**config.mk**
```make
export PLATFORM = sky130hd
export DESIGN_NAME = multdiv_iter
export DESIGN_NICKNAME = d
export VERILOG_FILES = /design/src/rtl/multdiv_pkg.sv /design/src/rtl/multdiv_iter_addsub_w.sv /design/src/rtl/multdiv_iter.sv
export SDC_FILE = /design/constraint.sdc
export NUM_CORES = 1
export LEC_CHECK = 0
export BUFFER_PORTS_ARGS = -buffer_cell sky130_fd_sc_hd__buf_4
export CAP_MARGIN = 20
export CORE_MARGIN = 2
export CORE_UTILIZATION = 60
export CTS_CLUSTER_SIZE = 16
export DETAILED_ROUTE_END_ITERATION = 8
export PLACE_DENSITY = 0.81
export SETUP_SLACK_MARGIN = 0.1
export SLEW_MARGIN = 10
export SYNTH_ARGS = -nofsm -noshare
export SYNTH_HDL_FRONTEND = slang
export SYNTH_HIERARCHICAL = 1
export SYNTH_SLANG_ARGS = --single-unit
```
**constraint.sdc**
```tcl
create_clock -name clock -period 6.7 [get_ports clock]
set_clock_uncertainty 0.1 [all_clocks]
set_input_delay 1.005 -clock clock [delete_from_list [all_inputs] [get_ports clock]]
set_output_delay 1.005 -clock clock [all_outputs]
set_load 0.02 [all_outputs]
```
**src/rtl/multdiv_pkg.sv**
```systemverilog
// multdiv_pkg: state and operation encodings shared by the iterative multiply/divide unit
package multdiv_pkg;
   typedef enum logic [1:0] {IDLE, BUSY, FIX, DONE} state_t;
   localparam logic OP_MUL = 1'b0;
   localparam logic OP_DIV = 1'b1;
endpackage

```
**src/rtl/multdiv_iter_addsub_w.sv**
```systemverilog
// addsub_w: W-bit adder/subtractor with carry out (carry set on subtract means no borrow)
module addsub_w #(
   parameter int W = 33
) (
   input  logic [W-1:0] i_a,
   input  logic [W-1:0] i_b,
   input  logic         i_sub,
   output logic [W-1:0] o_sum,
   output logic         o_cout
);
   logic [W:0] w_full;
   assign w_full = {1'b0, i_a} + {1'b0, i_sub ? ~i_b : i_b} + {{W{1'b0}}, i_sub};
   assign {o_cout, o_sum} = w_full;
endmodule

```
**src/rtl/multdiv_iter.sv**
```systemverilog
// multdiv_iter: radix-2 iterative multiplier / restoring divider on operand magnitudes,
// with a final sign-fix cycle and a valid/ready handshake on both sides.
module multdiv_iter
   import multdiv_pkg::*;
#(
   parameter int WIDTH  = 32,
   parameter bit SIGNED = 1'b1
) (
   input  logic             clock,
   input  logic             reset,
   input  logic             in_valid,
   output logic             in_ready,
   input  logic             in_op,
   input  logic [WIDTH-1:0] in_a,
   input  logic [WIDTH-1:0] in_b,
   input  logic             flush,
   output logic             out_valid,
   input  logic             out_ready,
   output logic [WIDTH-1:0] out_result,
   output logic [WIDTH-1:0] out_rem,
   output logic             out_exception
);
   localparam int CW = $clog2(WIDTH + 1);
   state_t           r_state, w_next;
   logic             r_op, r_neg_q, r_neg_r, r_exc;
   logic [WIDTH-1:0] r_hi, r_lo, r_m, r_res, r_rem;
   logic [CW-1:0]    r_cnt;
   logic             w_acc, w_dz, w_sa, w_sb, w_sub, w_cout, w_mul_ovf;
   logic [WIDTH-1:0] w_a_mag, w_b_mag, w_fix_res, w_fix_rem;
   logic [WIDTH:0]   w_add_a, w_add_b, w_sum;
   logic             w_fix_exc;

   assign w_sa     = SIGNED && in_a[WIDTH-1];
   assign w_sb     = SIGNED && in_b[WIDTH-1];
   assign w_a_mag  = w_sa ? -in_a : in_a;
   assign w_b_mag  = w_sb ? -in_b : in_b;
   assign in_ready = !reset && !flush && (r_state == IDLE || (r_state == DONE && out_ready));
   assign w_acc    = in_valid && in_ready;
   assign w_dz     = in_op == OP_DIV && in_b == '0;

   // Divide shifts the next dividend bit into the partial remainder; multiply adds the
   // multiplicand only when the current multiplier bit is set.
   assign w_sub   = r_op == OP_DIV;
   assign w_add_a = w_sub ? {r_hi, r_lo[WIDTH-1]} : {1'b0, r_hi};
   assign w_add_b = (w_sub || r_lo[0]) ? {1'b0, r_m} : '0;

   addsub_w #(.W(WIDTH + 1)) u_addsub (
      .i_a   (w_add_a),
      .i_b   (w_add_b),
      .i_sub (w_sub),
      .o_sum (w_sum),
      .o_cout(w_cout)
   );

   // A negative product fits when its magnitude is at most 2^(WIDTH-1).
   assign w_mul_ovf = r_hi != '0 || (SIGNED && r_lo[WIDTH-1] && (!r_neg_q || r_lo[WIDTH-2:0] != '0));
   assign w_fix_res = r_neg_q ? -r_lo : r_lo;
   assign w_fix_rem = w_sub ? (r_neg_r ? -r_hi : r_hi) : '0;
   assign w_fix_exc = w_sub ? (SIGNED && !r_neg_q && r_lo[WIDTH-1]) : w_mul_ovf;

   always_comb begin
      w_next = r_state;
      case (r_state)
         IDLE:    w_next = w_acc ? (w_dz ? DONE : BUSY) : IDLE;
         BUSY:    w_next = r_cnt == CW'(WIDTH - 1) ? FIX : BUSY;
         FIX:     w_next = DONE;
         DONE:    w_next = w_acc ? (w_dz ? DONE : BUSY) : (out_ready ? IDLE : DONE);
         default: w_next = IDLE;
      endcase
      if (flush) w_next = IDLE;
   end

   always_ff @(posedge clock) r_state <= reset ? IDLE : w_next;

   always_ff @(posedge clock) begin
      if (reset) begin
         r_op    <= 1'b0;
         r_neg_q <= 1'b0;
         r_neg_r <= 1'b0;
         r_hi    <= '0;
         r_lo    <= '0;
         r_m     <= '0;
         r_cnt   <= '0;
         r_res   <= '0;
         r_rem   <= '0;
         r_exc   <= 1'b0;
      end else if (w_acc) begin
         r_op    <= in_op;
         r_neg_q <= w_sa ^ w_sb;
         r_neg_r <= w_sa;
         r_hi    <= '0;
         r_lo    <= in_op == OP_DIV ? w_a_mag : w_b_mag;
         r_m     <= in_op == OP_DIV ? w_b_mag : w_a_mag;
         r_cnt   <= '0;
         r_res   <= '0;
         r_rem   <= '0;
         r_exc   <= w_dz;
      end else if (r_state == BUSY) begin
         r_cnt <= r_cnt + 1'b1;
         r_hi  <= w_sub ? (w_cout ? w_sum[WIDTH-1:0] : w_add_a[WIDTH-1:0]) : w_sum[WIDTH:1];
         r_lo  <= w_sub ? {r_lo[WIDTH-2:0], w_cout} : {w_sum[0], r_lo[WIDTH-1:1]};
      end else if (r_state == FIX) begin
         r_res <= w_fix_res;
         r_rem <= w_fix_rem;
         r_exc <= w_fix_exc;
      end
   end

   assign out_valid     = r_state == DONE && !reset;
   assign out_result    = out_valid ? r_res : '0;
   assign out_rem       = out_valid ? r_rem : '0;
   assign out_exception = out_valid && r_exc;
endmodule

```
# [Word level (Yosys, flattened, before mapping)]
# Index checks and enable logic that the tools add are counted.
[totals] regBits=172 word_cells=79 in_bits=70 out_inout_bits=67
[op_classes] reduce_logical=26 add_sub_neg=7 eq_ne=5 bitwise_logic=3 n_mux=27
[ops] op="2-to-1 mux 32 bit" n=15
[ops] op="negator 32 bit" n=4
[ops] op="2-to-1 mux 33 bit" n=2
[ops] op="adder 33 x 33 -> 34 bit" n=1
[ops] op="adder 34 x 1 -> 34 bit" n=1
[ops] op="inverter 32 -> 33 bit" n=1
[ops] op="zero test 32 bit" n=1
[ops] op="nonzero test 32 bit" n=1
[ops] op="nonzero test 31 bit" n=1
[ops] op="2-to-1 mux 2 bit" n=5
[ops] op="logical AND 1 bit" n=9
[ops] op="one-hot mux 2 bit (4 select lines)" n=1
[ops] op="adder 6 x 1 -> 6 bit, second input constant" n=1
[ops] op="== test 6 x 5 -> 1 bit, second input constant" n=1
[ops] op="== test 2 bit, second input constant" n=2
[ops] op="logical OR 1 bit" n=4
[ops] op="2-to-1 mux 1 bit" n=4
[ops] op="AND reduction 2 bit" n=2
[ops] op="nonzero test 2 bit" n=2
[ops] op="OR reduction 2 bit" n=2
[ops] op="zero test 1 bit" n=3
[ops] op="== test 2 x 1 -> 1 bit, second input constant" n=1
[ops] op="zero test 2 bit" n=1
[ops] op="!= test 2 bit, second input constant" n=1
[ops] op="2 further kinds" n=2

# [Longest topological paths before layout]
# Gate-level depths: netlist of the first run.
[depth] depth_word=9 ltp_mapped=21

# [Modules after synthesis]
# The synthesis of the first run kept the hierarchy.
[modules_own_cells] mod="multdiv_iter" cells_each=1432 n_inst=1 area_per_inst_um2=11283.3
[modules_own_cells] mod="addsub_w" cells_each=294 n_inst=1 area_per_inst_um2=2112.0

# [Worst setup path before layout of the first run]
# Ideal clock, no wire load.
[synth_timing] path_kind="flip-flop to flip-flop" start="reg r_op" end="reg r_hi[2]" path_stages_with_launch=20 setup_ns=0.128 arrival_time_ns=4.404 slack_ns=2.069 period_less_slack_ns=4.631 path_cell_list="dfxtp_1 clkbuf_1 clkbuf_1 buf_1 mux2_2 ha_1 clkbuf_1 and2_1 nand3_1 a2111oi_0 nor2_1 a21oi_1 a31oi_1 o21ai_0 clkbuf_1 buf_1 mux2i_1 a211oi_1 a21oi_1 nor2_1"
[synth_via] word_cells_on_any_way=9 classes_between="add/sub: 2; mux: 5; bitwise: 1; reduce/logical: 1"
[synth_lines] item="from (decl)" line="multdiv_iter.sv:25" text="logic r_op, r_neg_q, r_neg_r, r_exc;"
[synth_lines] item="from (signal assigned)" line="multdiv_iter.sv:88" text="r_op <= in_op;"
[synth_lines] item="2-to-1 mux 33 bit" line="multdiv_iter.sv:44" text="assign w_add_a = w_sub ? {r_hi, r_lo[WIDTH-1]} : {1'b0, r_hi};"
[synth_lines] item="net w_add_a[20]" line="multdiv_iter.sv:30" text="logic [WIDTH:0] w_add_a, w_add_b, w_sum;"
[synth_lines] item="adder 33 x 33 -> 34 bit" line="multdiv_iter_addsub_w.sv:12" text="assign w_full = {1'b0, i_a} + {1'b0, i_sub ? ~i_b : i_b} + {{W{1'b0}}, i_sub};"
[synth_lines] item="adder 34 x 1 -> 34 bit" line="multdiv_iter_addsub_w.sv:12"
[synth_lines] item="net w_cout" line="multdiv_iter.sv:28" text="logic w_acc, w_dz, w_sa, w_sb, w_sub, w_cout, w_mul_ovf;"
[synth_lines] item="2-to-1 mux 32 bit (2 in series)" line="multdiv_iter.sv:100" text="r_hi <= w_sub ? (w_cout ? w_sum[WIDTH-1:0] : w_add_a[WIDTH-1:0]) : w_sum[WIDTH:1];"
[synth_lines] item="to (signal assigned)" line="multdiv_iter.sv:100"
[synth_lines] item="to (decl)" line="multdiv_iter.sv:26" text="logic [WIDTH-1:0] r_hi, r_lo, r_m, r_res, r_rem;"
# The timed path passes the listed nets, and every way through them passes these cells.
# A chain may end at the register's enable or synchronous reset.

# [Final worst setup path of the first run]
[layout_timing] start="reg r_op" end="reg r_hi[16]"
# Same word-level chain as after synthesis.

==> reports/results.md, run 1 <==
| Step | Metric | Reported |
| --- | --- | --- |
| clocking | Root Buffer Master | sky130_fd_sc_hd__clkbuf_16 |
| floorplan | Chip height | 153.4 um |
| yosys | Most frequently used flop master after synthesis | sky130_fd_sc_hd__dfxtp_1 |
| floorplan | Chip width | 153.4 um |
| critical path | Critical path capture point type | flip-flop |
| place | Total instance count after detailed placement | 2012 |
| critical path | Cell with the largest stage delay on the worst path | sky130_fd_sc_hd__dfxtp_4 |
| sta | Unrepaired setup endpoints after global routing | no |
| critical path | Delay of the slowest cell on the worst path | 750 ps |
| grt | Via count of the first global-routing pass | 11918 |
| detailed routing | Total via count after detailed routing | 12895 |
| yosys | Number of enable flip-flop cells after synthesis | 0 |
| floorplan | Std-Cell Core Area | 0.02189 mm^2 |
| sta | Clock period minus final worst setup slack | 5092 ps |
| layout | Ratio of cells with drive above 1 in the final layout | 0.1478 |
| clocking | Number of resized instances in the post-cts repair step | 0 |
| sta | Max-Slew Margin vs Limit | 0.2683 |
| floorplan | Top-level port count | 137 |
| power and ir drop | Leak Pwr | 5.788 nW |
| job | Max Cap Violations | 0 |
| critical path | Worst Setup Start Kind | flip-flop |
| yosys | Fraction of the yosys area taken by sequential cells | 0.2571 |
| yosys | Most common cell in the synthesized netlist | sky130_fd_sc_hd__nor2_1 |
| yosys | Synth top area share | 0.2571 |
| detailed routing | Number of remaining DRC errors | 0 |
| yosys | Synth area leader | sky130_fd_sc_hd__dfxtp_1 |
| outcome | Run status | complete, no violations |
| grt | Global-route usage over all layers | 0.3065 |
| clocking | Latest clock arrival within the worst-skew pair | 440 ps |
| critical path | Startpoint-to-endpoint class of the critical path | flip-flop to flip-flop |
| critical path | Critical-path cell list | buf_4 -> mux2_2 -> ha_1 -> a21oi_1 -> a21oi_1 -> a221o_1 -> a2111oi_0 -> a21oi_1 -> a31oi_1 -> o21ai_4 -> buf_4 -> mux2i_1 -> a211oi_1 -> a21oi_1 -> nor2_1 |
| yosys | Post-synth net total | 1834 |
| sta | Post-route worst hold slack | 335.0 ps |
| critical path | Most prevalent standard cell on the critical path | sky130_fd_sc_hd__a21oi_1 |
| grt | Pin count of the biggest net entering global routing | 98 |
| power and ir drop | Worst VDD drop | 0.1363 mV |
| detailed routing | Wirelength per Cell | 18.09 um |
| yosys | Post-synth cell types | 76 |
| layout | Share of the core filled with cells | 0.6854 |
| clocking | Post-CTS Setup Bufs | 0 |
| layout | Number of non-filler instances in the completed layout | 2046 |
| floorplan | Initial Util | 0.6119 |
| grt | Initial antenna violation count | 0 |
| grt | Total congestion overflow | 0 |
| yosys | Cell area after synthesis | 0.01340 mm^2 |
| place | Buffers added on ports | 136 |
| detailed routing | Initial DRC Count | 1373 |
| yosys | Gate count after technology mapping | 1726 |
| clocking | CTS HTree Levels | 4 |
| yosys | Flops & latches, synth | 172 |
| layout | Antenna Diode Count | 0 |
| grt | Wire length of the first global-routing pass | 59770 um |
| detailed routing | Total wirelength of the detailed-routed design | 37010 um |
| clocking | Clock sink total | 172 |
| sta | Total of endpoints with negative setup slack in the final report | 0 |
| place | Post-detailed-placement half-perimeter wirelength | 26740 um |
| critical path | Critical Path RT | 6970 ps |
| layout | Area taken by flip-flops and latches | 0.003447 mm^2 |
| sta | Worst-margin pin slew | 1088 ps |
| hold path | Path type of the worst min-delay path | flip-flop to flip-flop |
| clocking | CTS tree | built |
| detailed routing | Number of nets with antenna violations after detailed routing | 0 |
| layout | Area added between synthesis and finish | 12.01% |
| place | Routability congestion estimate | 0.9454 |
| yosys | Yosys synthesis warning count | 6 |
| yosys | Post-synth top cells | sky130_fd_sc_hd__nor2_1, sky130_fd_sc_hd__dfxtp_1, sky130_fd_sc_hd__nand2_1, sky130_fd_sc_hd__clkbuf_1, sky130_fd_sc_hd__a21oi_1 |
| critical path | Data arrival time of the critical path | 5360 ps |
| sta | Highest clock rate | 196.4 MHz |
| sta | Final critical-path share of the clock period | 0.7600 |
| clocking | TritonCTS Buffers | 17 |
| detailed routing | Average vias per placed instance | 6.303 |
| power and ir drop | Total power per unit cell area | 172.1 mW/mm^2 |
| floorplan | Die Outline Area | 0.02354 mm^2 |
| clocking | Maximum buffer depth of the clock tree | 2 |
| layout | Number of fill cells in the layout | 1880 |
| clocking | Clock input transition at the sequential cells of the worst setup and hold paths | 70 ps |
| critical path | Largest fanout of any net on the critical path | 54 |
| layout | Area occupied by multi-input gates | 0.009325 mm^2 |
| clocking | CTS Hold Bufs | 0 |
| yosys | Post-Synthesis Mean Instance Area | 7.761 um^2 |
| sta | Number of failing hold endpoints at the final stage | 0 |
| yosys | Cell types with the largest area share after synthesis | sky130_fd_sc_hd__dfxtp_1, sky130_fd_sc_hd__xor2_1, sky130_fd_sc_hd__nor2_1, sky130_fd_sc_hd__mux2i_1, sky130_fd_sc_hd__xnor2_1 |
| floorplan | Cell row count | 54 |
| sta | Fin. max-slew vios | 0 |
| yosys | FFs w/ async S/R, synth | 0 |
| detailed routing | Number of detailed-routing iterations run before antenna repair | 6 |
| layout | Total Nets Final | 1861 |
| sta | TNS Setup | 0 ps |
[sequential cells by signal, indices dropped and copies added (netlist names)]
register,cells
r_m,32
r_op,1
r_rem,32
r_state,2
r_res,32
r_neg_q,1
r_neg_r,1
r_exc,1
r_lo,32
r_hi,32
r_cnt,6
[cells by family (layout without fill, tap and decap cells)]
group	after synthesis	after routing	synth area share
AND/OR/NAND/NOR	577	577	0.2118
AO/OA/AOI/OAI	476	476	0.2405
XOR/XNOR	186	186	0.1216
flip-flops	172	172	0.2571
buffers and inverters	170	210	0.04988
multiplexers	106	106	0.08285
adder cells (fa/ha/maj)	38	38	0.03605
other	1	1	0.0002799
[area by class of cell]
type,instances,area share
multi-input combinational,1384,0.6215
sequential,172,0.2297
timing repair buffer,154,0.07864
clock buffer,18,0.02860
tap,280,0.02335
clock inverter,14,0.01217
inverter,24,0.006004
[placed cells by master (no fill, tap or decap), types with 12 or more instances in the layout]
master,instances
sky130_fd_sc_hd__nand2_1,133
sky130_fd_sc_hd__o31ai_1,42
sky130_fd_sc_hd__o41ai_1,19
sky130_fd_sc_hd__a222oi_1,13
sky130_fd_sc_hd__a21o_1,12
sky130_fd_sc_hd__o211ai_1,14
sky130_fd_sc_hd__o21ai_0,94
sky130_fd_sc_hd__or3_1,15
sky130_fd_sc_hd__or4_1,17
sky130_fd_sc_hd__mux2_2,39
sky130_fd_sc_hd__buf_4,152
sky130_fd_sc_hd__dfxtp_1,171
sky130_fd_sc_hd__nand3_1,22
sky130_fd_sc_hd__a21oi_1,119
sky130_fd_sc_hd__xnor2_1,76
sky130_fd_sc_hd__clkbuf_16,17
sky130_fd_sc_hd__and2_1,74
sky130_fd_sc_hd__ha_1,37
sky130_fd_sc_hd__xor2_1,110
sky130_fd_sc_hd__a22oi_1,21
sky130_fd_sc_hd__nor2_1,192
sky130_fd_sc_hd__inv_1,24
sky130_fd_sc_hd__nand4_1,14
sky130_fd_sc_hd__mux2i_1,67
sky130_fd_sc_hd__a211oi_1,59
sky130_fd_sc_hd__nor2b_1,36
sky130_fd_sc_hd__nor4_1,12
[per-stage QoR]
stage / total power, mW / worst slack (ps) / area (um^2)
2_1_floorplan: 1.394 / 2069 / 13400
3_3_place_gp: 1.518 / 2059 / 14350
3_5_place_dp: 1.527 / 1779 / 14350
4_1_cts: 2.579 / 1696 / 14970
5_1_grt: 2.670 / 1210 / 15000
6_report: 2.582 / 1608 / 15000
[layer usage]
metal  track usage  routed length [um]  vias to the layer above
met5             0                   0                        -
met4       0.09611                 971                        0
met3       0.04281                2480                       84
met2        0.5026               17210                      500
met1        0.4186               16350                     6049
li1              -                   -                     6262
[where the power goes]
| part | total [mW] | switching (mW) | internal [mW] |
|---|---|---|---|
| logic | 0.435 | 0.268 | 0.167 |
| registers | 1.08 | 0.0368 | 1.05 |
| clock network | 1.06 | 0.468 | 0.596 |
| total | 2.58 | 0.773 | 1.81 |
[path summary, 6_finish.rpt]
kind / slack (ps) / from / endpoint / cells after the start
worst max-delay path: 1610 / r_op$_SDFFE_PP0N_ / r_hi[16]$_SDFFE_PP0P_ / 15
worst max register to register: 1610 / r_op$_SDFFE_PP0N_ / r_hi[16]$_SDFFE_PP0P_ / 15
worst min register to register: 340 / r_m[14]$_SDFFE_PP0N_ / r_m[14]$_SDFFE_PP0N_ / 2
worst min-delay path: 340 / r_m[14]$_SDFFE_PP0N_ / r_m[14]$_SDFFE_PP0N_ / 2
[critical path: cells and delay by family (launching register included)]
kind                     cells  cell delay, ps
AO/OA/AOI/OAI                9            2360
adder cells (fa/ha/maj)      1             230
buffers and inverters        2             800
flip-flops                   1             750
multiplexers                 2             580
AND/OR/NAND/NOR              1             130
Power figures use the tool's default switching activity.
==> run 2: changes to the inputs <==
Settings changed: ABC_AREA set to 1, PLACE_DENSITY 0.81 to 0.8.
Clock period 6.7 ns to 5 ns, I/O delays scaled along.
==> run 2 against run 1 <==
Sequential share of layout area decreased by 2.4 points. Utilization decreased by 1.3 points. Worst setup slack got worse by 840 ps. Largest cell class unchanged. Combinational power increased by 120%. Via count increased by 37%. Non-clock buffer count decreased by 5. Clock-buffer cell count unchanged. Power increased by 49%. Sequential cell count unchanged. First-iteration DRC count increased by 32%. Final cell count increased by 49%.
==> reports/results.md, run 2 <==
| Step | Metric | Reported |
| --- | --- | --- |
| outcome | Run status | complete, no violations |
| clocking | Number of resized instances in the post-cts repair step | 0 |
| yosys | Flops & latches, synth | 172 |
| detailed routing | Number of nets with antenna violations after detailed routing | 0 |
| floorplan | Chip width | 162.6 um |
| detailed routing | Number of detailed-routing iterations run before antenna repair | 6 |
| layout | Commonest non-fill, non-tap cell in the layout | sky130_fd_sc_hd__nand2_1 |
| critical path | Data arrival time of the critical path | 4520 ps |
| hold path | Path type of the worst min-delay path | flip-flop to flip-flop |
| sta | Number of failing hold endpoints at the final stage | 0 |
| yosys | Number of enable flip-flop cells after synthesis | 0 |
| critical path | Startpoint-to-endpoint class of the critical path | flip-flop to flip-flop |
| layout | Most frequent cells in the layout | sky130_fd_sc_hd__nand2_1, sky130_fd_sc_hd__inv_1, sky130_fd_sc_hd__nor2_1 |
| yosys | Post-synth top cells | sky130_fd_sc_hd__nand2_1, sky130_fd_sc_hd__inv_1, sky130_fd_sc_hd__nor2_1, sky130_fd_sc_hd__nand3_1, sky130_fd_sc_hd__o21ai_0 |
| clocking | CTS tree | built |
| sta | Total of endpoints with negative setup slack in the final report | 0 |
| clocking | CTS Hold Bufs | 0 |
| layout | Antenna Diode Count | 0 |
| yosys | Cell types with the largest area share after synthesis | sky130_fd_sc_hd__dfxtp_1, sky130_fd_sc_hd__nand2_1, sky130_fd_sc_hd__inv_1, sky130_fd_sc_hd__nor2_1, sky130_fd_sc_hd__nand3_1 |
| layout | Ratio of cells with drive above 1 in the final layout | 0.08471 |
| clocking | Latest clock arrival within the worst-skew pair | 450 ps |
| layout | Final design area excluding fillers | 0.01679 mm^2 |
| sta | Fin. max-slew vios | 0 |
| place | Buffers added on ports | 136 |
| yosys | Post-Synthesis Mean Instance Area | 5.678 um^2 |
| critical path | Largest fanout of any net on the critical path | 133 |
| power and ir drop | Leak Pwr | 7.894 nW |
| critical path | Critical path capture point type | flip-flop |
| floorplan | Initial Util | 0.6048 |
| clocking | CTS HTree Levels | 4 |
| detailed routing | Wirelength per Cell | 16.94 um |
| yosys | Cell area after synthesis | 0.01510 mm^2 |
| power and ir drop | Power after layout | 3.844 mW |
| clocking | Maximum buffer depth of the clock tree | 2 |
| place | Total instance count after detailed placement | 3025 |
| yosys | Synth area leader | sky130_fd_sc_hd__dfxtp_1 |
| yosys | Most common cell in the synthesized netlist | sky130_fd_sc_hd__nand2_1 |
| sta | Highest clock rate | 236.2 MHz |
| yosys | Yosys synthesis warning count | 6 |
| yosys | Synth top area share | 0.2281 |
| clocking | Root Buffer Master | sky130_fd_sc_hd__clkbuf_16 |
| layout | Number of fill cells in the layout | 2417 |
| power and ir drop | Total power per unit cell area | 228.9 mW/mm^2 |
| power and ir drop | Worst VDD drop | 0.1952 mV |
| layout | Number of non-filler instances in the completed layout | 3057 |
| critical path | R2R setup slack | 770 ps |
| detailed routing | Initial DRC Count | 1819 |
| detailed routing | Total via count after detailed routing | 17680 |
| sta | Unrepaired setup endpoints after global routing | no |
| yosys | Most frequently used flop master after synthesis | sky130_fd_sc_hd__dfxtp_1 |
| layout | Area added between synthesis and finish | 11.23% |
| yosys | Gate count after technology mapping | 2659 |
| floorplan | Std-Cell Core Area | 0.02496 mm^2 |
| sta | Worst-margin pin slew | 1033 ps |
| yosys | FFs w/ async S/R, synth | 0 |
| place | Cell area after placement | 0.01619 mm^2 |
| job | Max Cap Violations | 0 |
| yosys | Post-synth cell types | 49 |
| critical path | Worst Setup Start Kind | flip-flop |
| grt | Initial antenna violation count | 0 |
| grt | Total congestion overflow | 0 |
| clocking | Post-CTS Setup Bufs | 0 |
| floorplan | Die Outline Area | 0.02645 mm^2 |
| floorplan | Top-level port count | 137 |
| place | Routability congestion estimate | 1.052 |
| sta | Max-Slew Margin vs Limit | 0.3112 |
| critical path | Critical Path RT | 5280 ps |
| grt | Wire length of the first global-routing pass | 81780 um |
| grt | Global-route usage over all layers | 0.3881 |
| floorplan | Chip height | 162.6 um |
| detailed routing | Total wirelength of the detailed-routed design | 51790 um |
| grt | Via count of the first global-routing pass | 16447 |
| sta | Clock period minus final worst setup slack | 4234 ps |
| layout | Total Nets Final | 2822 |
| clocking | Clock sink total | 172 |
| clocking | TritonCTS Buffers | 17 |
| sta | Final critical-path share of the clock period | 0.8468 |
| detailed routing | Number of remaining DRC errors | 0 |
| yosys | Fraction of the yosys area taken by sequential cells | 0.2281 |
| place | Post-detailed-placement half-perimeter wirelength | 39430 um |
| floorplan | Cell row count | 58 |
| detailed routing | Average vias per placed instance | 5.783 |
| yosys | Post-synth net total | 2767 |
| clocking | Clock input transition at the sequential cells of the worst setup and hold paths | 80 ps |
| grt | Pin count of the biggest net entering global routing | 134 |
| sta | TNS Setup | 0 ps |
[run 2: path summary, 6_finish.rpt]
path / start / endpoint / cells after the start
hold reg to reg: r_rem[16]$_SDFFE_PP0P_ / r_rem[16]$_SDFFE_PP0P_ / 2
setup reg to reg: r_op$_SDFFE_PP0N_ / r_hi[9]$_SDFFE_PP0P_ / 16
setup / recovery: r_op$_SDFFE_PP0N_ / r_hi[9]$_SDFFE_PP0P_ / 16
hold / removal: r_rem[16]$_SDFFE_PP0P_ / r_rem[16]$_SDFFE_PP0P_ / 2
[run 2: logic make-up (layout without fill, tap and decap cells)]
logic type	Yosys count	after routing	share of synthesized area
and+or+nand+nor	1382	1382	0.3799
xor gates and xnor gates	103	103	0.05976
other	1	1	0.0002484
adders and majority gates	38	38	0.03199
DFF	172	172	0.2281
buffers and inverters	514	582	0.1316
AOI/OAI and AO/OA	449	449	0.1684
[run 2: metrics by stage]
stage,utilization,setup slack [ps],hold slack [ps]
after floorplan,-,1530,337.1
after global placement,0.6484,1203,353.1
after detailed placement,0.6484,1092,356.4
after CTS,0.6727,915.0,368.6
after global routing,0.6727,458.4,386.9
final,0.6727,765.8,368.2
[run 2: final cells by class]
cell class | instances | area [um^2] | share of cell area
clock buffer | 18 | 439.2 | 0.02615
clock inverter | 14 | 167.7 | 0.009984
inverter | 401 | 1505 | 0.08964
multi-input combinational | 1973 | 9689 | 0.5770
sequential | 172 | 3447 | 0.2053
tap | 330 | 412.9 | 0.02459
timing repair buffer | 149 | 1131 | 0.06736
[run 2: layer usage]
layer,vias to the layer above,share of wire,global-route usage
li1,8590,-,-
met4,0,0.078,0.2671
met1,7996,0.38,0.4428
met2,850,0.47,0.6689
met3,244,0.071,0.05882
met5,-,0,0
[run 2: report_power, final]
part / internal [mW] / switching [mW]
clock: 0.732 / 0.682
combinational: 0.302 / 0.647
sequential: 1.42 / 0.0639
total: 2.45 / 1.39
[run 2: worst max-delay path, cell delays in order, from the launching register on]
cell and delay [ps]:
sky130_fd_sc_hd__dfxtp_4 370, sky130_fd_sc_hd__buf_12 450, sky130_fd_sc_hd__o21ai_0 340, sky130_fd_sc_hd__ha_1 480, sky130_fd_sc_hd__a21oi_1 90, sky130_fd_sc_hd__o21ai_0 290
sky130_fd_sc_hd__nand2_1 100, sky130_fd_sc_hd__nand2_1 90, sky130_fd_sc_hd__inv_1 60, sky130_fd_sc_hd__nand2_1 100, sky130_fd_sc_hd__nand2_1 70, sky130_fd_sc_hd__nand2_2 620
sky130_fd_sc_hd__buf_4 410, sky130_fd_sc_hd__nand3_1 160, sky130_fd_sc_hd__o2111ai_1 160, sky130_fd_sc_hd__o21ai_0 120, sky130_fd_sc_hd__nor2_1 100
